File: src/rtl/ft_pkg.sv
// rtl/ft_pkg.sv - shared state encoding and constants for the ft245 transmit path
package ft_pkg;

  localparam logic [2:0] IDLE    = 3'd0;
  localparam logic [2:0] HEADER  = 3'd1;
  localparam logic [2:0] PAYLOAD = 3'd2;
  localparam logic [2:0] TRAILER = 3'd3;
  localparam logic [2:0] GAP     = 3'd4;

  localparam logic [15:0] DEFAULT_MAGIC = 16'hA55A;
  localparam logic [3:0]  BE_ALL        = 4'hF;

endpackage

File: src/rtl/tx_packet_generator.sv
// rtl/tx_packet_generator.sv - framed counting-packet source; checksum trailer under TX_GEN_CHECKSUM_EN
module tx_packet_generator
  import ft_pkg::*;
#(
  parameter int unsigned PAYLOAD_WORDS = 256,
  parameter int unsigned GAP_CYCLES    = 16,
  parameter logic [15:0] MAGIC         = DEFAULT_MAGIC
) (
  input  logic        slow_clock,
  input  logic        i_reset,
  input  logic        i_enable,
  output logic        o_valid,
  input  logic        i_ready,
  output logic [31:0] o_data,
  output logic [3:0]  o_be,
  output logic        o_last,
  output logic        o_busy,
  output logic [15:0] o_seq
);

  localparam logic [15:0] LAST_IDX = 16'(PAYLOAD_WORDS - 1);
  localparam logic [15:0] GAP_LAST = 16'(GAP_CYCLES - 1);

  logic [2:0]  r_state, w_state_nxt, w_pkt_exit;
  logic [15:0] r_idx, w_idx_nxt;
  logic [15:0] r_gap, w_gap_nxt;
  logic [15:0] r_seq, w_seq_nxt;
  logic [31:0] r_pcnt, w_pcnt_nxt;
  logic [31:0] r_data, w_data_nxt;
  logic        r_valid, w_valid_nxt;
  logic        r_last, w_last_nxt;
  logic        r_busy, w_busy_nxt;
  logic        w_xfer, w_last_pay;
`ifdef TX_GEN_CHECKSUM_EN
  logic [31:0] r_csum, w_csum_nxt;
`endif

  assign w_xfer     = r_valid && i_ready;
  assign w_last_pay = (r_idx == LAST_IDX);
  // i_enable only matters where a packet boundary is crossed
  assign w_pkt_exit = (GAP_CYCLES != 0) ? GAP : (i_enable ? HEADER : IDLE);

  always_ff @(posedge slow_clock) begin
    if (i_reset) r_state <= IDLE;
    else         r_state <= w_state_nxt;
  end

  always_comb begin
    w_state_nxt = r_state;
    case (r_state)
      IDLE:    if (i_enable) w_state_nxt = HEADER;
      HEADER:  if (w_xfer) w_state_nxt = PAYLOAD;
`ifdef TX_GEN_CHECKSUM_EN
      PAYLOAD: if (w_xfer && w_last_pay) w_state_nxt = TRAILER;
      TRAILER: if (w_xfer) w_state_nxt = w_pkt_exit;
`else
      PAYLOAD: if (w_xfer && w_last_pay) w_state_nxt = w_pkt_exit;
`endif
      GAP:     if (r_gap == GAP_LAST) w_state_nxt = i_enable ? HEADER : IDLE;
      default: w_state_nxt = IDLE;
    endcase
  end

  always_comb begin
    w_idx_nxt  = r_idx;
    w_gap_nxt  = r_gap;
    w_seq_nxt  = r_seq;
    w_pcnt_nxt = r_pcnt;
`ifdef TX_GEN_CHECKSUM_EN
    w_csum_nxt = r_csum;
`endif
    if (r_state == HEADER && w_xfer) begin
      w_idx_nxt = '0;
`ifdef TX_GEN_CHECKSUM_EN
      w_csum_nxt = {MAGIC, r_seq};
`endif
    end
    if (r_state == PAYLOAD && w_xfer) begin
      w_idx_nxt  = r_idx + 16'd1;
      w_pcnt_nxt = r_pcnt + 32'd1;
`ifdef TX_GEN_CHECKSUM_EN
      w_csum_nxt = r_csum + r_pcnt;
`else
      if (w_last_pay) w_seq_nxt = r_seq + 16'd1;
`endif
    end
`ifdef TX_GEN_CHECKSUM_EN
    if (r_state == TRAILER && w_xfer) w_seq_nxt = r_seq + 16'd1;
`endif
    if (w_state_nxt == GAP) w_gap_nxt = (r_state == GAP) ? r_gap + 16'd1 : 16'd0;
  end

  // outputs are decoded from the next state so they register in step with it
  always_comb begin
    w_valid_nxt = (w_state_nxt == HEADER) || (w_state_nxt == PAYLOAD) ||
                  (w_state_nxt == TRAILER);
    w_busy_nxt  = (w_state_nxt != IDLE);
    w_data_nxt  = r_data;
    case (w_state_nxt)
      HEADER:  w_data_nxt = {MAGIC, w_seq_nxt};
      PAYLOAD: w_data_nxt = w_pcnt_nxt;
`ifdef TX_GEN_CHECKSUM_EN
      TRAILER: w_data_nxt = w_csum_nxt;
`endif
      default: w_data_nxt = r_data;
    endcase
`ifdef TX_GEN_CHECKSUM_EN
    w_last_nxt = (w_state_nxt == TRAILER);
`else
    w_last_nxt = (w_state_nxt == PAYLOAD) && (w_idx_nxt == LAST_IDX);
`endif
  end

  always_ff @(posedge slow_clock) begin
    if (i_reset) begin
      r_idx   <= '0;
      r_gap   <= '0;
      r_seq   <= '0;
      r_pcnt  <= '0;
      r_data  <= '0;
      r_valid <= 1'b0;
      r_last  <= 1'b0;
      r_busy  <= 1'b0;
`ifdef TX_GEN_CHECKSUM_EN
      r_csum  <= '0;
`endif
    end else begin
      r_idx   <= w_idx_nxt;
      r_gap   <= w_gap_nxt;
      r_seq   <= w_seq_nxt;
      r_pcnt  <= w_pcnt_nxt;
      r_data  <= w_data_nxt;
      r_valid <= w_valid_nxt;
      r_last  <= w_last_nxt;
      r_busy  <= w_busy_nxt;
`ifdef TX_GEN_CHECKSUM_EN
      r_csum  <= w_csum_nxt;
`endif
    end
  end

  assign o_valid = r_valid;
  assign o_data  = r_data;
  assign o_be    = BE_ALL;
  assign o_last  = r_last;
  assign o_busy  = r_busy;
  assign o_seq   = r_seq;

endmodule
File: config.mk
export PLATFORM = sky130hd
export DESIGN_NAME = tx_packet_generator
export DESIGN_NICKNAME = d
export VERILOG_FILES = /design/src/rtl/ft_pkg.sv /design/src/rtl/tx_packet_generator.sv
export SDC_FILE = /design/constraint.sdc
export NUM_CORES = 1
export LEC_CHECK = 0
export ABC_AREA = 1
export CAP_MARGIN = 20
export CORE_UTILIZATION = 54
export CTS_BUF_LIST = sky130_fd_sc_hd__clkbuf_8
export DETAILED_ROUTE_END_ITERATION = 10
export PLACE_DENSITY = 0.75
export RECOVER_POWER = 50
export REMOVE_ABC_BUFFERS = 1
export SLEW_MARGIN = 30
export SYNTH_ARGS = -nofsm -noshare
export SYNTH_HDL_FRONTEND = slang
export SYNTH_SLANG_ARGS = --single-unit
File: constraint.sdc
create_clock -name slow_clock -period 2.7 [get_ports slow_clock]
set_clock_uncertainty 0.05 [all_clocks]
set_input_delay 0.54 -clock slow_clock [delete_from_list [all_inputs] [get_ports slow_clock]]
set_output_delay 0.54 -clock slow_clock [all_outputs]
set_load 0.01 [all_outputs]
==> flow_summary_export.csv, run 1 <==
group,metric,value,unit
status,outcome,"completed",
drt,first_pass_iters,5,
clock_tree,cts_tree,"built",
clock_tree,cts_buffers,17,
final_layout,seq_area,0.002362,mm^2
setup_path,cp_cell_sequence,"dlygate4sd3_1 -> nand2_1 -> nor2_1 -> nand4_1 -> nor2_1 -> nand2_1 -> nor2_1 -> xor2_1 -> nor2_1 -> nor2_1",
setup_path,crit_type,"in2reg",
sta,setup_viol,0,
drt,vias,5627,
setup_path,r2r_start,"r_idx[0]$_SDFF_PP0_",
final_layout,multiInputGateArea,0.003083,mm^2
placed_design,dp_hpwl,10100,um
synth,ys_ff_latch,118,
clock_tree,clk_pin_slew,0.07,ns
drt,wire_per_inst,12.89,um
synth,ys_types,45,
hold_path,min_path_type,"in2reg",
clock_tree,hold_buffers,0,
clock_tree,max-clock-path-buffers,2,
drt,wl,14160,um
global_routing,grt_overflow_total,0,
synth,syn_area,0.006120,mm^2
setup_path,regToRegSetupSlack,0.33,ns
final_layout,drive_above_1_share,8.246,%
global_routing,grt_pass1_vias,5172,
setup_path,crit_fanout,5,
sta,period_share,94.41,%
global_routing,antenna_found_initial,0,
floorplanning,start_util,55.96,%
synth,synthCells,884,
drt,vias_per_cell,5.125,
setup_path,slowest_delay,0.52,ns
setup_path,crit_arrival,2.88,ns
sta,slew_headroom,61.86,%
hold_path,holdPathStages,4,
clock_tree,post_cts_buffers,0,
drt,drc,0,
sta,fmax,392.3,MHz
floorplanning,core_area,0.01094,mm^2
sta,worst_slack,0.1508,ns
final_layout,syn_to_final_growth,16.21,%
floorplanning,die_area,0.01176,mm^2
setup_path,start_kind,"input port",
final_layout,diodes,0,
placed_design,port_buffers,54,
pwr,power_density,527.7,mW/mm^2
clock_tree,htreeDepth,4,
placed_design,place_congestion,0.8854,
hold_path,min_to,"r_idx[1]$_SDFF_PP0_",
pwr,power.leakage,2.860,nW
hold_path,hold_start,"i_reset",
synth,synth-seq-area-share,38.60,%
synth,synth-warning-count,0,
clock_tree,worstSkewPairLatency,0.45,ns
floorplanning,top_level_ports,59,
synth,synth_ff_type,"dfxtp_1",
global_routing,grt_max_degree,39,
floorplanning,fp.dieW,108.5,um
setup_path,worstPathRequired,3.03,ns
floorplanning,core.rowCount,38,
clock_tree,cts_root_buffer,"clkbuf_8",
clock_tree,cts_resized,0,
sta,rsz0062_at_grt,"false",
synth,synth_edf_count,0,
setup_path,cpMostUsedCell,"nor2_1",
sta,worst_pin_slew,0.5722,ns
placed_design,dp.cells,1066,
pwr,peakVddDrop,0.4851,mV
final_layout,fin_cells,1098,
placed_design,place_ws,0.1180,ns
global_routing,grt_pass1_wl,23830,um
sta,period_needed,2.549,ns
drt,postRouteAntennaNets,0,
global_routing,grt_util_all_layers,25.96,%
final_layout,fillers,1072,
synth,syn_avg_cell_area,6.923,um^2
sta,hold_viol_final,0,
floorplanning,die_h,108.5,um
setup_path,slowest_stage,"dlygate4sd3_1",
setup_path,r2r_end,"o_data[3]$_SDFFE_PP0P_",
run,maxCapViolCount,0,
sta,setup_tns,0,ns
setup_path,endpoint_kind,"register",
setup_path,reg2regPathDepth,11,
synth,synthArstFlopShare,0,%
sta,final_max_slew_viol_count,0,
clock_tree,cts_sinks,118,
final_layout,fin_nets,953,
drt,drt_iter0_markers,299,
stage by stage:
stage	power [mW]	util (%)	instance area (um^2)	hold WS [ns]
6_report	3.753	65.03	7112	0.4122
5_1_grt	3.898	65.03	7112	0.4317
4_1_cts	3.801	65.87	7203	0.4055
3_5_place_dp	2.127	62.12	6793	0.4063
3_3_place_gp	2.125	62.12	6793	0.4049
2_1_floorplan	1.973	-	5937	0.4019
worst max-delay path: cells and delay by family:
kind	cells	cell delay, ns
simple gates	8	1.53
buf+inv	1	0.52
xor+xnor	1	0.27
metal layers:
metal | GRT usage, % | up-vias | wire, um
met5 | 0 | - | 0
met4 | 8.398 | 0 | 162
met3 | 5.485 | 15 | 587
met2 | 43.81 | 124 | 6740
li1 | - | 2908 | -
met1 | 32.88 | 2580 | 6668
cell type report:
type / instances / area share, %
multi-input combinational: 629 / 43.35
sequential: 118 / 33.22
timing repair buffer: 70 / 9.412
inverter: 109 / 5.788
clock buffer: 18 / 3.483
tap: 140 / 2.463
clock inverter: 14 / 2.287
cell usage after synthesis, types with 5 or more instances:
| library cell | number | area, um^2 |
|---|---|---|
| nand4_1 | 18 | 112.6 |
| a21oi_1 | 42 | 210.2 |
| xor2_1 | 29 | 254.0 |
| inv_1 | 102 | 382.9 |
| nor2_2 | 8 | 50.05 |
| inv_2 | 6 | 22.52 |
| nor3_1 | 21 | 105.1 |
| xnor2_1 | 12 | 105.1 |
| buf_4 | 11 | 82.58 |
| nand3_1 | 57 | 285.3 |
| nor2_4 | 8 | 90.09 |
| dfxtp_1 | 118 | 2362 |
| nor2_1 | 131 | 491.7 |
| and2_1 | 10 | 62.56 |
| o21ai_0 | 28 | 140.1 |
| clkbuf_1 | 11 | 41.29 |
| nand2_2 | 6 | 37.54 |
| buf_2 | 5 | 25.02 |
| nand2_1 | 206 | 773.2 |
| o21ai_1 | 13 | 65.06 |
placed cells by master (no fill, tap or decap), drive strengths merged, types with 2 or more instances in the layout:
master / instances
nor3: 24
buf: 14
inv: 116
conb: 4
a21oi: 43
clkbuf: 21
clkinv: 4
a22oi: 2
xnor2: 12
o211ai: 4
dlygate4sd3: 41
clkdlybuf4s50: 12
o21ai: 41
or2: 4
nor4: 2
and2: 10
nand2: 214
ha: 4
nor2: 148
nand4: 21
dfxtp: 118
bufinv: 2
xor2: 29
nand3: 59
worst max-delay path by stage:
stage,from,end,slack [ns]
after floorplan,i_ready,o_data[2]$_SDFFE_PP0P_,0.37
after global placement,i_ready,o_data[18]$_SDFFE_PP0P_,0.18
after detailed placement,i_ready,o_data[26]$_SDFFE_PP0P_,0.12
after CTS,r_idx[0]$_SDFF_PP0_,o_data[3]$_SDFFE_PP0P_,0.35
after global routing,i_ready,o_data[29]$_SDFFE_PP0P_,0.08
final,i_ready,o_data[29]$_SDFFE_PP0P_,0.15
power breakdown:
group	leakage (nW)	internal [mW]	switching, mW
clock	0.207	0.870	0.816
sequential	0.956	1.78	0.0217
combinational	1.70	0.105	0.161
registers in the layout (all words and copies together) (netlist names):
name and cells:
o_last 1, r_state 3, r_pcnt 32, r_gap 16
o_data 32, o_valid 1, o_busy 1, r_idx 16
o_seq 16
logic make-up (layout without fill, tap and decap cells):
kind of cell	count (synthesis)	count (layout)	share of synthesized area, %
flip-flops	118	118	38.60
AND/OR/NAND/NOR	485	485	36.33
AO/OA/AOI/OAI	94	94	8.260
multiplexers	1	1	0.1636
adder cells (fa/ha/maj)	4	4	0.8179
buffers and inverters	140	211	9.896
other	1	4	0.06128
XOR/XNOR	41	41	5.868
(Power assumes the default switching activity.)
==> run 2: changes to the inputs <==
Settings changed: RECOVER_POWER 50 to default.
Clock period 2.7 ns to 2.8 ns, I/O delays scaled along.
==> flow_summary_export.csv, run 2 (synthesis gave the netlist of run 1 again) <==
group,metric,value,unit
sta,worst_pin_slew,0.5565,ns
sta,fmax,424.4,MHz
global_routing,grt_pass1_vias,5093,
setup_path,reg2regPathDepth,11,
sta,setup_viol,0,
setup_path,slowest_delay,0.50,ns
sta,hold_viol_final,0,
global_routing,grt_pass1_wl,23480,um
setup_path,crit_type,"reg2reg",
placed_design,port_buffers,54,
pwr,combPwrFrac,8.0,%
clock_tree,cts_buffers,17,
floorplanning,core.rowCount,38,
pwr,peakVddDrop,0.6044,mV
placed_design,place_congestion,0.9033,
final_layout,final_cell_mix,"nand2_1, nor2_1, dfxtp_1, inv_1, nand3_1",
floorplanning,start_util,55.96,%
hold_path,holdPathStages,2,
clock_tree,htreeDepth,4,
setup_path,crit_fanout,7,
status,outcome,"completed",
setup_path,worstPathRequired,3.12,ns
floorplanning,core_area,0.01094,mm^2
clock_tree,cts_resized,0,
run,maxCapViolCount,0,
placed_design,place_ws,0.1482,ns
sta,rsz0062_at_grt,"false",
final_layout,fin_nets,952,
pwr,power_density,495.1,mW/mm^2
drt,wire_per_inst,12.95,um
sta,holdWs,0.4159,ns
global_routing,grt_util_all_layers,25.79,%
floorplanning,fp.dieW,108.5,um
sta,period_share,84.16,%
pwr,power_frac_clock,43.1,%
pwr,seqPwrFrac,48.9,%
drt,first_pass_iters,5,
setup_path,cp_cell_sequence,"ha_1 -> nand2_1 -> nor2_4 -> nand2_2 -> nor3_1 -> nand2_1 -> o21ai_0 -> nand2_1 -> nand2_1 -> nand2_1 -> a21oi_1",
pwr,power.leakage,2.797,nW
setup_path,start_kind,"register",
clock_tree,cts_root_buffer,"clkbuf_8",
pwr,swShare,25.64,%
clock_tree,clk_pin_slew,0.07,ns
clock_tree,post_cts_buffers,0,
clock_tree,cts_sinks,118,
sta,worst_slack,0.4437,ns
clock_tree,hold_buffers,0,
placed_design,dp_hpwl,10020,um
global_routing,grt_max_degree,39,
drt,vias,5604,
clock_tree,cts_tree,"built",
setup_path,crit_arrival,2.68,ns
drt,postRouteAntennaNets,0,
drt,drc,0,
setup_path,cpMostUsedCell,"nand2_1",
setup_path,endpoint_kind,"register",
pwr,internal_power,2.644,mW
setup_path,slowest_stage,"nor3_1",
floorplanning,die_h,108.5,um
drt,vias_per_cell,5.108,
hold_path,min_path_type,"reg2reg",
clock_tree,max-clock-path-buffers,2,
sta,period_needed,2.356,ns
global_routing,antenna_found_initial,0,
pwr,switchingPower,911.7,uW
sta,slew_headroom,62.62,%
final_layout,final_common_cell,"nand2_1",
global_routing,grt_overflow_total,0,
floorplanning,top_level_ports,59,
clock_tree,worstSkewPairLatency,0.45,ns
final_layout,diodes,0,
final_layout,drive_above_1_share,9.509,%
drt,drt_iter0_markers,309,
sta,final_max_slew_viol_count,0,
floorplanning,die_area,0.01176,mm^2
drt,wl,14200,um
final_layout,syn_to_final_growth,17.36,%
sta,setup_tns,0,ns
-- run 2: metal layers --
layer	up-vias	track usage [%]	part of all wire (%)
met2	122	42.50	47
li1	2908	-	-
met1	2553	32.17	47
met4	0	9.073	1.2
met3	21	7.173	4.7
met5	-	0	0
-- run 2: path summary, 6_finish.rpt --
check                                              from                      end  slack (ns)
worst max-delay path                r_idx[0]$_SDFF_PP0_  o_data[15]$_SDFFE_PP0P_        0.44
worst min-delay path            o_data[28]$_SDFFE_PP0P_  o_data[28]$_SDFFE_PP0P_        0.42
worst max register to register      r_idx[0]$_SDFF_PP0_  o_data[15]$_SDFFE_PP0P_        0.44
worst min register to register  o_data[28]$_SDFFE_PP0P_  o_data[28]$_SDFFE_PP0P_        0.42
-- run 2: cell type report --
cell class	instances	area [um^2]
clock inverters	14	136.4
well taps	140	175.2
fillers	995	3754
clock buffers	18	247.7
flip-flops and latches	118	2362
multi-input cells	629	3163
inverters	109	411.6
repair buffers	69	685.7
-- run 2: stage by stage --
| step | util (%) | power, mW | cells | instance area, um^2 |
|---|---|---|---|---|
| 2_1_floorplan | - | 1.902 | 856 | 5937 |
| 3_3_place_gp | 62.16 | 2.058 | 1065 | 6798 |
| 3_5_place_dp | 62.16 | 2.061 | 1065 | 6798 |
| 4_1_cts | 65.68 | 3.573 | 1097 | 7182 |
| 5_1_grt | 65.68 | 3.701 | 1097 | 7182 |
| 6_report | 65.68 | 3.555 | 1097 | 7182 |
-- run 2: power groups by stage --
| stage | clock, mW | sequential (mW) | combinational (mW) |
|---|---|---|---|
| 2_1_floorplan | 0 | 1.79 | 0.110 |
| 3_3_place_gp | 0 | 1.78 | 0.282 |
| 3_5_place_dp | 0 | 1.78 | 0.284 |
| 4_1_cts | 1.55 | 1.74 | 0.286 |
| 5_1_grt | 1.65 | 1.74 | 0.310 |
| 6_report | 1.53 | 1.74 | 0.284 |
-- run 2: critical path: cells and delay by family (launching register included) --
kind,cells,cell delay [ns]
compound gates,2,0.24
simple gates,8,1.27
flops,1,0.38
fa+ha+maj,1,0.35
==> RTL change (settings of run 2) <==
`PAYLOAD_WORDS`: 256 -> 192.
--- a/src/rtl/tx_packet_generator.sv
+++ b/src/rtl/tx_packet_generator.sv
@@ -4,3 +4,3 @@
 #(
-  parameter int unsigned PAYLOAD_WORDS = 256,
+  parameter int unsigned PAYLOAD_WORDS = 192,
   parameter int unsigned GAP_CYCLES    = 16,
Formal check against the unedited RTL: same outputs for any inputs over 10 cycles, from zero or initial values and one cycle with i_reset high; that may be too few to reach the edited logic, so the function may still have changed.
==> RTL change against run 2 <==
  * Routed wire length shrank 3.4%
  * Die area shrank 1.1%
  * Highest routed layer unchanged
  * Via count up 0.39%
  * Sequential cell count is the same
  * Area after synthesis decreased by 1.1%
  * Power up 3.2%
  * Setup slack lost 0.051 ns
  * Final area down 0.30%
==> RTL change: results (changes against run 2) <==
qor: global_routing.grt_use_total 25.2% [-0.60 points]
qor: setup_path.cp_capture_point o_data[28]$_SDFFE_PP0P_
qor: global_routing.grt_pass1_wl 23,000 um [-2.2%]
qor: layout.drive_above_1_share 8.10% [-1.4 points]
qor: logic_synthesis.synth_mux_area_share 0.165% [+0.0019 points]
qor: setup_path.r2r_cells 13 [+2]
qor: setup_path.crit_path_max_fanout 26 [+19]
qor: logic_synthesis.synth_area_in_compound_gates 9.84% [+1.6 points]
qor: route.detail_route.vias_per_cell 5.10 [-0.15%]
qor: placed_design.dp_hpwl 9490 um [-5.3%]
qor: setup_path.reg2reg_slack 0.39 ns [-0.05 ns]
qor: setup_path.cp.arrival 2.73 ns [+0.05 ns]
qor: power.vdd.ir_drop.worst 395 uV [-35%]
qor: layout.finalNetCount 958 [+0.63%]
qor: placed_design.place_ws -0.0365 ns [-0.185 ns]
qor: setup_path.critical_path_class reg2reg
qor: min_path.worst_hold_path.endpoint o_data[30]$_SDFFE_PP0P_
qor: min_path.worstHoldPathCells 2 [unchanged]
qor: logic_synthesis.synth.top_cells.by_count 195 x sky130_fd_sc_hd__nand2_1, 134 x sky130_fd_sc_hd__nor2_1, 118 x sky130_fd_sc_hd__dfxtp_1
qor: logic_synthesis.ys_top_cells_by_area sky130_fd_sc_hd__dfxtp_1 39%, sky130_fd_sc_hd__nand2_1 12%, sky130_fd_sc_hd__nor2_1 8.3%
qor: run_status.run_status completed
qor: route.drt_iter0_drc 331 [+7.1%]
qor: global_routing.vias_in_the_first_global_route 5,082 [-0.22%]
qor: placed_design.placedInstanceArea 6740 um^2 [-0.92%]
qor: placed_design.gpl.final_weighted_congestion 0.857 [-5.1%]
qor: setup_path.crit-reg2reg-launch r_idx[1]$_SDFF_PP0_
qor: timing.final_period_minus_worst_setup_slack 2.41 ns [+0.0507 ns]
qor: min_path.worst_hold_startpoint o_data[30]$_SDFFE_PP0P_
qor: logic_synthesis.synth-seq-area-share 39.0% [+0.45 points]
qor: logic_synthesis.synth.lib_cells_used.distinct 47 [+4.4%]
qor: route.route.detailed.wl_per_inst 12.4 um [-4.0%]
qor: power.power.leakage 2.81 nW [+0.61%]
qor: timing.slew_headroom 50.5% [-12 points]
qor: global_routing.pin_count_of_the_biggest_net_entering_global_routing 66 [+69%]
qor: power.intPower 0.00282 W [+6.8%]
qor: logic_synthesis.synth-adder-area-share 0.827% [+0.0095 points]
## RTL change: power by group through the flow
stage,logic [W],clock network [W],registers [W]
2_1_floorplan,0.000103,0,0.00179
3_3_place_gp,0.000254,0,0.00178
3_5_place_dp,0.000258,0,0.00178
4_1_cts,0.000260,0.00169,0.00174
5_1_grt,0.000282,0.00178,0.00174
6_report,0.000258,0.00167,0.00174
## RTL change: metrics by stage
step | hold WS, ns | cells
finish | 0.420 | 1103
floorplan | 0.394 | 862
global route | 0.436 | 1103
global placement | 0.403 | 1071
detailed placement | 0.411 | 1071
CTS | 0.423 | 1103
## RTL change: layout make-up
type	instances	area (um^2)
clock buffers	19	262
multi-input cells	630	3110
clock inverters	13	164
well taps	140	175
inverters	114	437
repair buffers	69	648
flip-flops and latches	118	2360
fillers	1016	3730
## RTL change: routing by layer
metal | track usage, % | up-vias | wire, um
met4 | 8.90 | 0 | 176
met2 | 41.6 | 131 | 6310
met5 | 0 | - | 0
met3 | 5.75 | 18 | 713
met1 | 32.0 | 2525 | 6510
li1 | - | 2952 | -
## RTL change: critical path: stages (launching register included)
cell and delay [ns]:
sky130_fd_sc_hd__dfxtp_1 0.38, sky130_fd_sc_hd__ha_1 0.28, sky130_fd_sc_hd__nand2_2 0.12, sky130_fd_sc_hd__nor2_8 0.19, sky130_fd_sc_hd__inv_4 0.07, sky130_fd_sc_hd__nor2_8 0.14, sky130_fd_sc_hd__nand3_4 0.10, sky130_fd_sc_hd__nand2_2 0.11
sky130_fd_sc_hd__nand2_4 0.06, sky130_fd_sc_hd__clkinv_4 0.10, sky130_fd_sc_hd__nand2_4 0.18, sky130_fd_sc_hd__clkinv_2 0.30, sky130_fd_sc_hd__nand2_1 0.11, sky130_fd_sc_hd__a21oi_2 0.14
